<file path="src/rtl/sha256_pkg.sv">
// Shared SHA-256 types and constants, including the padder state set and the
// helper that truncates a final message word and appends the padding marker.
package sha256_pkg;

    localparam int SRC_IF_DATA_W      = 64;
    localparam int SHA_IF_DATA_W      = 4 * SRC_IF_DATA_W;
    localparam int MSG_LEN_W          = 64;
    localparam int SHA256_BLOCK_WORDS = 8;

    localparam logic [7:0] SHA256_PAD_MARKER = 8'h80;

    typedef enum logic [1:0] {
        ACCEPT = 2'd0,
        PAD    = 2'd1,
        FLUSH  = 2'd2
    } padder_state_e;

    // Keep bytes 0..n-1, put the marker at byte n, zero everything below it.
    // With n = 8 the word passes through unchanged.
    function automatic logic [SRC_IF_DATA_W-1:0] sha256_pad_last_word(
        input logic [SRC_IF_DATA_W-1:0] data,
        input logic [3:0]               nbytes
    );
        logic [SRC_IF_DATA_W-1:0] w;
        w = '0;
        for (int i = 0; i < 8; i++) begin
            if (4'(i) < nbytes) begin
                w[63-8*i -: 8] = data[63-8*i -: 8];
            end else if (4'(i) == nbytes) begin
                w[63-8*i -: 8] = SHA256_PAD_MARKER;
            end
        end
        return w;
    endfunction

endpackage

</file>
<file path="src/rtl/sha256_padder.sv">
// SHA-256 message padder: packs 64-bit message words into 256-bit half-blocks,
// then appends the marker, zero fill and the 64-bit bit length.
module sha256_padder
    import sha256_pkg::*;
(
    input  logic                     clk,
    input  logic                     rst,
    input  logic                     src_padder_data_val,
    input  logic [SRC_IF_DATA_W-1:0] src_padder_data,
    input  logic                     src_padder_data_last,
    input  logic [3:0]               src_padder_data_bytes,
    output logic                     padder_src_rdy,
    output logic                     padder_manager_data_val,
    output logic [SHA_IF_DATA_W-1:0] padder_manager_data,
    output logic                     padder_manager_data_last,
    input  logic                     manager_padder_rdy
);

    padder_state_e            state;
    logic [2:0]               slot;
    logic [60:0]              byte_cnt;
    logic                     marker_done;
    logic [SRC_IF_DATA_W-1:0] half_buf [4];
    logic                     buf_full;
    logic                     out_last;
    logic                     run;

    logic                     accept;
    logic                     handshake;
    logic                     wr_en;
    logic                     wr_is_len;
    logic [SRC_IF_DATA_W-1:0] wr_data;

    // run holds ready low while reset is asserted and rises on the first clock after release
    assign padder_src_rdy = run && (state == ACCEPT) && !buf_full;
    assign accept         = src_padder_data_val && padder_src_rdy;
    assign handshake      = buf_full && manager_padder_rdy;

    assign padder_manager_data_val  = buf_full;
    assign padder_manager_data_last = out_last;
    assign padder_manager_data      = {half_buf[0], half_buf[1], half_buf[2], half_buf[3]};

    always_comb begin
        wr_en     = 1'b0;
        wr_is_len = 1'b0;
        wr_data   = '0;
        if (state == ACCEPT) begin
            if (accept) begin
                wr_en   = 1'b1;
                wr_data = src_padder_data_last
                        ? sha256_pad_last_word(src_padder_data, src_padder_data_bytes)
                        : src_padder_data;
            end
        end else if (state == PAD && !buf_full) begin
            wr_en = 1'b1;
            if (!marker_done) begin
                wr_data = {SHA256_PAD_MARKER, 56'h0};
            end else if (slot == 3'(SHA256_BLOCK_WORDS - 1)) begin
                wr_data   = {byte_cnt, 3'b000};
                wr_is_len = 1'b1;
            end
        end
    end

    always_ff @(posedge clk or negedge rst) begin
        if (!rst) begin
            state       <= ACCEPT;
            slot        <= 3'd0;
            byte_cnt    <= '0;
            marker_done <= 1'b0;
            buf_full    <= 1'b0;
            out_last    <= 1'b0;
            run         <= 1'b0;
            for (int i = 0; i < 4; i++) half_buf[i] <= '0;
        end else begin
            run <= 1'b1;

            // Writes require an empty buffer, so a drain never collides with a write.
            if (handshake) begin
                buf_full <= 1'b0;
                out_last <= 1'b0;
                for (int i = 0; i < 4; i++) half_buf[i] <= '0;
            end

            if (wr_en) begin
                half_buf[slot[1:0]] <= wr_data;
                slot                <= slot + 3'd1;
                if (slot[1:0] == 2'd3) buf_full <= 1'b1;
                if (wr_is_len)         out_last <= 1'b1;
            end

            case (state)
                ACCEPT: begin
                    if (accept) begin
                        byte_cnt <= byte_cnt + 61'(src_padder_data_bytes);
                        if (src_padder_data_last) begin
                            marker_done <= (src_padder_data_bytes != 4'd8);
                            state       <= PAD;
                        end
                    end
                end
                PAD: begin
                    if (wr_en) begin
                        if (!marker_done) begin
                            marker_done <= 1'b1;
                        end else if (wr_is_len) begin
                            state <= FLUSH;
                        end
                    end
                end
                FLUSH: begin
                    if (handshake) begin
                        byte_cnt    <= '0;
                        slot        <= 3'd0;
                        marker_done <= 1'b0;
                        state       <= ACCEPT;
                    end
                end
                default: state <= ACCEPT;
            endcase
        end
    end

endmodule

</file>
<file path="config.mk">
export PLATFORM = sky130hd
export DESIGN_NAME = sha256_padder
export DESIGN_NICKNAME = d
export VERILOG_FILES = /design/src/rtl/sha256_pkg.sv /design/src/rtl/sha256_padder.sv
export SDC_FILE = /design/constraint.sdc
export NUM_CORES = 1
export LEC_CHECK = 0
export CORE_AREA = 2 2 203 205
export DETAILED_ROUTE_END_ITERATION = 7
export DIE_AREA = 0 0 205 207
export SLEW_MARGIN = 20
export SYNTH_ARGS = -nofsm -noshare
export SYNTH_HDL_FRONTEND = slang
export SYNTH_SLANG_ARGS = --single-unit
</file>
<file path="constraint.sdc">
create_clock -name clk -period 6.7 [get_ports clk]
set_clock_uncertainty 0.15 [all_clocks]
set_input_delay 1.34 -clock clk [delete_from_list [all_inputs] [get_ports clk]]
set_output_delay 1.34 -clock clk [all_outputs]
set_load 0.03 [all_outputs]
</file>
==> reports/metrics.yaml, run 1 <==
status:
  status: "finished clean"
worst_setup_path:
  crit_type: "input pin to register"
  ff2ff_setup_slack_ps: 2970
  cp-start-kind: "input pin"
  setup.worst_path.start: "src_padder_data_bytes[1]"
  critPathCaptureType: "register"
  cp_data_arrival_time_ps: 4510
  crit_chain: "clkdlybuf4s50_1 -> ha_1 -> a211oi_1 -> o21bai_1 -> buf_4 -> nand3_1 -> or4_1 -> a21oi_1"
  slowest_stage: "or4_1"
  critical-path-max-stage-delay_ps: 730
  crit_fanout: 23
  r2r-start: "state[0]"
  cp.required_ps: 7010
  crit_family: "simple AND/OR/NAND/NOR gates"
  crit_buf_inv: 2
global_route:
  antenna_found_initial: 2
  grt_pass1_wl_um: 69500
  overflow: 0
  grt_max_degree: 142
  grt_usage_pct: 20.8
  grt_pass1_vias: 11600
clock_network:
  clock_latency_ps: 540
  post_cts_resized: 0
  cts.htree.levels: 2
  clk_pin_slew_ps: 60
  post_cts_buffers: 0
  clockRootBuffer: "clkbuf_16"
  cts_buffer_depth: 3
  cts.hold.buffers_added: 0
  cts_tree: "built"
  cts_buffers: 38
  cts.sinks: 326
yosys:
  yosysWarnings: 0
  synth_area_leaders: "dfrtp_1 59%, nand3_1 9.9%, o21ai_0 9.6%, a22oi_1 2.9%, clkbuf_1 2.3%"
  synthArstFlopShare_pct: 100
  synthXorXnorAreaFrac_pct: 1.45
  ys_types: 50
  mappedNetlistNets: 1471
  ys.flop_type: "dfrtp_1"
  synth_edf_count: 0
  synth_seq_cells: 326
  synthesis.area_um2: 13900
  synth_top_family_by_area: "simple AND/OR/NAND/NOR gates"
  muxShareOfSynthArea_pct: 0.387
  synth_top_area_cell: "dfrtp_1"
  synthCells: 1382
  synth-compound-area-share_pct: 16.9
  synthSimpleGateAreaFrac_pct: 17.4
  yosys.area.top_type_share_pct: 58.6
  synthAdderAreaFrac_pct: 1.49
  avgSynthCellArea_um2: 10.1
  yosysSeqAreaShare_pct: 58.6
placement:
  numPortBuffers: 331
  place_congestion: 0.781
  dp_hpwl_um: 29300
route:
  drc_errors: 0
  post_drt_wl_per_cell_um: 20.1
  num_vias: 11900
  drt_iter0_drc: 651
  first_pass_iters: 5
  ant_nets: 0
  wirelength_um: 44500
  vias_per_cell: 5.36
die:
  ioPinCount: 332
  initial_core_util_pct: 34.5
  core_um2: 40400
  rows: 74
  die_y_um: 207
  die_width_um: 205
  die_area_um2: 42400
sta:
  rsz0062_at_grt: "no"
  max_freq_ghz: 0.238
  worst_pin_slew_ps: 1090
  hold_viol_final: 0
  period_needed_ps: 4200
  slew_headroom_pct: 27.1
  setup_tns_ps: 0
  finalMaxSlewViolations: 0
  finalSetupViolations: 0
  fin_crit_sh_pct: 62.7
cells_and_area:
  fillers: 3863
  final_cell_mix: "330 x clkdlybuf4s50_1, 326 x dfrtp_1, 276 x nand3_1, 267 x o21ai_0, 54 x a22oi_1"
  syn2layout_area_growth_pct: 36.2
  nets: 1740
  final_common_cell: "clkdlybuf4s50_1"
  layout-drive-gt1-share_pct: 5.42
power:
  total_power_w: 0.00760
  ir_worst_vdd_mv: 0.200
  pwr_density_cell_nw_per_um2: 401
  p_leak_nw: 7.79
flow_run:
  max_cap_viol_count: 0
worst_hold_path:
  min_path_type: "register to register"
  min_from: "padder_manager_data_last"
==> sequential cells by signal, summed over array words and instances, names as in the netlist <==
| signal | flops |
|---|---|
| padder_manager_data_val | 1 |
| run | 1 |
| slot | 3 |
| padder_manager_data_last | 1 |
| padder_manager_data | 256 |
| state | 2 |
| byte_cnt | 61 |
| marker_done | 1 |
==> where the power goes <==
group          internal (W)  leakage, nW  switching, W
combinational      0.000972         2.63       0.00179
clock               0.00135        0.661      0.000844
sequential          0.00238         4.50      0.000267
==> metal layers <==
layer / part of all wire [%] / track usage [%] / vias to the layer above
li1: - / - / 5625
met1: 44 / 28.5 / 5841
met2: 46 / 32.6 / 335
met3: 6.7 / 5.22 / 69
met4: 2.4 / 5.90 / 2
met5: 0.031 / 0 / -
==> kinds of logic (layout without fill, tap and decap cells) <==
kind of cell / Yosys count / after routing
buf+inv: 134 / 432
other cells: 1 / 3
compound gates: 418 / 418
mux: 5 / 5
simple gates: 459 / 459
xor+xnor: 23 / 23
flops: 326 / 326
fa+ha+maj: 16 / 16
==> per-stage QoR <==
stage | utilization [%] | hold WS [ps] | worst slack [ps] | instances | cell area, um2
2_1_floorplan | - | 315 | 3300 | 1382 | 13900
3_3_place_gp | 43.7 | 310 | 2040 | 2143 | 17600
3_5_place_dp | 43.7 | 332 | 1960 | 2143 | 17600
4_1_cts | 47.0 | 345 | 2530 | 2212 | 19000
5_1_grt | 47.0 | 365 | 2180 | 2212 | 19000
6_report | 47.0 | 341 | 2500 | 2214 | 19000
==> cell type report <==
cell class | count | area (um2) | share of cell area, %
diodes | 2 | 5.00 | 0.0264
clock buffers | 54 | 1140 | 6.04
clock inverters | 15 | 184 | 0.970
inverters | 16 | 60.1 | 0.317
multi-input cells | 922 | 5280 | 27.9
flip-flops and latches | 326 | 8160 | 43.0
well taps | 532 | 666 | 3.51
repair buffers | 347 | 3460 | 18.3
==> worst paths after layout <==
path	endpoint	cells past startpoint
worst max-delay path	byte_cnt[53]	8
worst min-delay path	padder_manager_data_last	1
worst max register to register	byte_cnt[52]	8
worst min register to register	padder_manager_data_last	1
max in group asynchronous	padder_manager_data[154]	2
min in group asynchronous	padder_manager_data[73]	1
==> worst register-to-register path, cell delays in order, from the launching register on <==
cell	delay [ps]
dfrtp_1	420
inv_1	120
ha_1	270
nand4b_1	510
o21ai_1	300
buf_4	240
nand3_1	700
or4_1	770
a21oi_1	160
==> Yosys cell counts, drive strengths merged, types with 16 or more instances <==
cell type / n
buf: 32
o31ai: 23
nand4: 20
nor2: 34
clkbuf: 86
a22oi: 54
a21oi: 49
or4: 24
dfrtp: 326
inv: 16
nand3: 276
nand2: 45
o21ai: 268
Note: power is estimated with default switching activity, not from simulation.
==> run 2: changes to the inputs <==
- clock period: 6.7 -> 3.4 ns (I/O delays scaled with it)
==> run 2 against run 1 <==
Core utilization is 0.59 points higher. First-iteration DRC count shrank 2.2%. Critical path type is now register to primary output. Total power up 96%. Count of clock-buffer cells in the layout stayed put. Global-route usage grew 0.51 points. Register-to-register slack got worse by 2600 ps. Sequential share of layout area shrank 0.53 points. Worst setup slack got worse by 2200 ps. Sequential cell count is the same. Highest routed layer unchanged. Die area is the same.
==> reports/metrics.yaml, run 2 (synthesis results as in run 1) <==
sta:
  max_freq_ghz: 0.321
  hold_viol_final: 0  # unchanged
  worst_pin_slew_ps: 1000  # -93.1 ps
  slew_headroom_pct: 33.3  # +6.2 points
  finalMaxSlewViolations: 0  # unchanged
  setup_tns_ps: 0  # unchanged
  finalSetupViolations: 0  # unchanged
  rsz0062_at_grt: "no"
  fin_crit_sh_pct: 91.6
  period_needed_ps: 3120
clock_network:
  cts.htree.levels: 2  # unchanged
  cts_tree: "built"
  cts_buffers: 37  # -2.6%
  clockRootBuffer: "clkbuf_16"
  cts_buffer_depth: 3  # unchanged
  clock_latency_ps: 550  # about the same
  clk_pin_slew_ps: 60  # about the same
  cts.sinks: 326  # unchanged
  post_cts_resized: 0  # unchanged
cells_and_area:
  layout-drive-gt1-share_pct: 6.31  # +0.89 points
  final_cell_mix: "330 x clkdlybuf4s50_1, 326 x dfrtp_1, 276 x nand3_1, 267 x o21ai_0, 54 x a22oi_1"
  largest_register_ffs: 256  # unchanged
  final_common_cell: "clkdlybuf4s50_1"
  syn2layout_area_growth_pct: 37.9
  final_cells: 2232  # +0.81%
  nets: 1761  # +1.2%
placement:
  dp_hpwl_um: 30600  # +4.4%
  place_congestion: 0.802  # +2.6%
  placed_cells: 2164  # +0.98%
  numPortBuffers: 331  # unchanged
power:
  ir_worst_vdd_mv: 0.451  # +120%
  p_leak_nw: 7.92  # +1.6%
  pwr_density_cell_nw_per_um2: 776  # +94%
route:
  num_vias: 12000  # +0.72%
  wirelength_um: 45100  # +1.3%
  first_pass_iters: 5  # unchanged
  vias_per_cell: 5.36  # about the same
  drc_errors: 0  # unchanged
  drt_iter0_drc: 637  # -2.2%
  ant_nets: 0  # unchanged
  post_drt_wl_per_cell_um: 20.2  # +0.46%
worst_setup_path:
  critPathCaptureType: "primary output"
  cp_data_arrival_time_ps: 2290  # -2220 ps
  cp-start-kind: "register"
  ff2ff_setup_slack_ps: 410  # -2560 ps
  slowest_stage: "clkdlybuf4s50_1"
  crit_type: "register to primary output"
  crit_chain: "inv_1 -> ha_1 -> and3_1 -> clkdlybuf4s50_1"
  critical-path-max-stage-delay_ps: 720  # about the same
  cp.required_ps: 2570  # -4440 ps
  crit_buf_inv: 2  # unchanged
  crit_family: "buffers and inverters"
  crit_fanout: 7  # -70%
global_route:
  antenna_found_initial: 6  # +4
  grt_max_degree: 144  # +1.4%
  grt_busiest_layer: "met2"
  grt.met3_usage_pct: 5.63  # +0.41 points
  grt.met2_usage_pct: 33.8  # +1.2 points
  overflow: 0  # unchanged
  grt_pass1_vias: 11900  # +2.4%
  grt_pass1_wl_um: 70900  # +2.1%
  grt_usage_pct: 21.3  # +0.51 points
  use_met1_pct: 28.3  # -0.16 points
die:
  ioPinCount: 332  # unchanged
  die_area_um2: 42400  # unchanged
  initial_core_util_pct: 34.5  # unchanged
  die_width_um: 205  # unchanged
  rows: 74  # unchanged
  die_y_um: 207  # unchanged
  core_um2: 40400  # unchanged
flow_run:
  max_cap_viol_count: 0  # unchanged
status:
  status: "finished clean"
worst_hold_path:
  min_path_type: "register to register"
==> run 2: changes by cell type in the layout (fill, tap and decap cells not counted), sizes merged <==
cell / previous run / this run
dlygate4sd3: 0 / 1
clkinvlp: 1 / 0
buf: 17 / 38
clkinv: 9 / 6
diode: 2 / 4
bufinv: 4 / 2
==> run 2: cell type report <==
class	instances	area, um2
clock buffer	54	1130
multi-input combinational	922	5280
sequential	326	8160
timing repair buffer	369	3790
inverter	16	60.1
tap	532	666
antenna	4	10.0
fill	3829	21200
clock inverter	9	98.8
==> run 2: timing repair <==
action | 4_1_cts | 5_1_grt
hold buffers | 1 | 0
endpoints found under the hold margin | 60 | 0
setup buffers | 0 | 0
==> run 2: report_power, final <==
part	total (W)	internal [W]	switching (W)
Combinational	0.00561	0.00205	0.00356
Clock	0.00406	0.00245	0.00161
Sequential	0.00522	0.00469	0.000532
==> run 2: tightest hold or removal path: cells and delay by family, from the launching register on <==
kind            cells  cell delay, ps
compound gates      1              60
simple gates        1              60
flops               1             330
==> run 2: path summary, 6_finish.rpt <==
path,depth (start not counted),from,to
worst max register to register,7,state[0],padder_manager_data[8]
min in group asynchronous,2,rst,padder_manager_data[80]
worst min register to register,2,padder_manager_data[186],padder_manager_data[186]
max in group asynchronous,3,rst,padder_manager_data[102]
worst max-delay path,4,state[0],padder_src_rdy
worst min-delay path,2,padder_manager_data[186],padder_manager_data[186]
==> run 2: per-layer routing <==
metal / part of all wire [%] / wire (um)
met3: 7.0 / 3160
met2: 47 / 21300
met5: 0.060 / 27
met1: 43 / 19300
met4: 2.8 / 1240
==> run 2: metrics by stage <==
step / util (%) / instance area [um2] / setup slack, ps / power, W / hold slack, ps
after detailed placement: 44.5 / 17900 / 73.7 / 0.0109 / 320
after floorplan: - / 13900 / 656 / 0.00831 / 234
after global routing: 47.6 / 19200 / 167 / 0.0157 / 374
after global placement: 44.5 / 17900 / 118 / 0.0109 / 312
after CTS: 47.5 / 19200 / 240 / 0.0151 / 353
final: 47.6 / 19200 / 284 / 0.0149 / 346
==> run 3: changes to the inputs <==
- CTS_CLUSTER_SIZE: default -> 12
- GPL_ROUTABILITY_DRIVEN: default -> 0
==> results of run 3 <==
No change in the layout: final DEF, timing and power equal those of run 2.
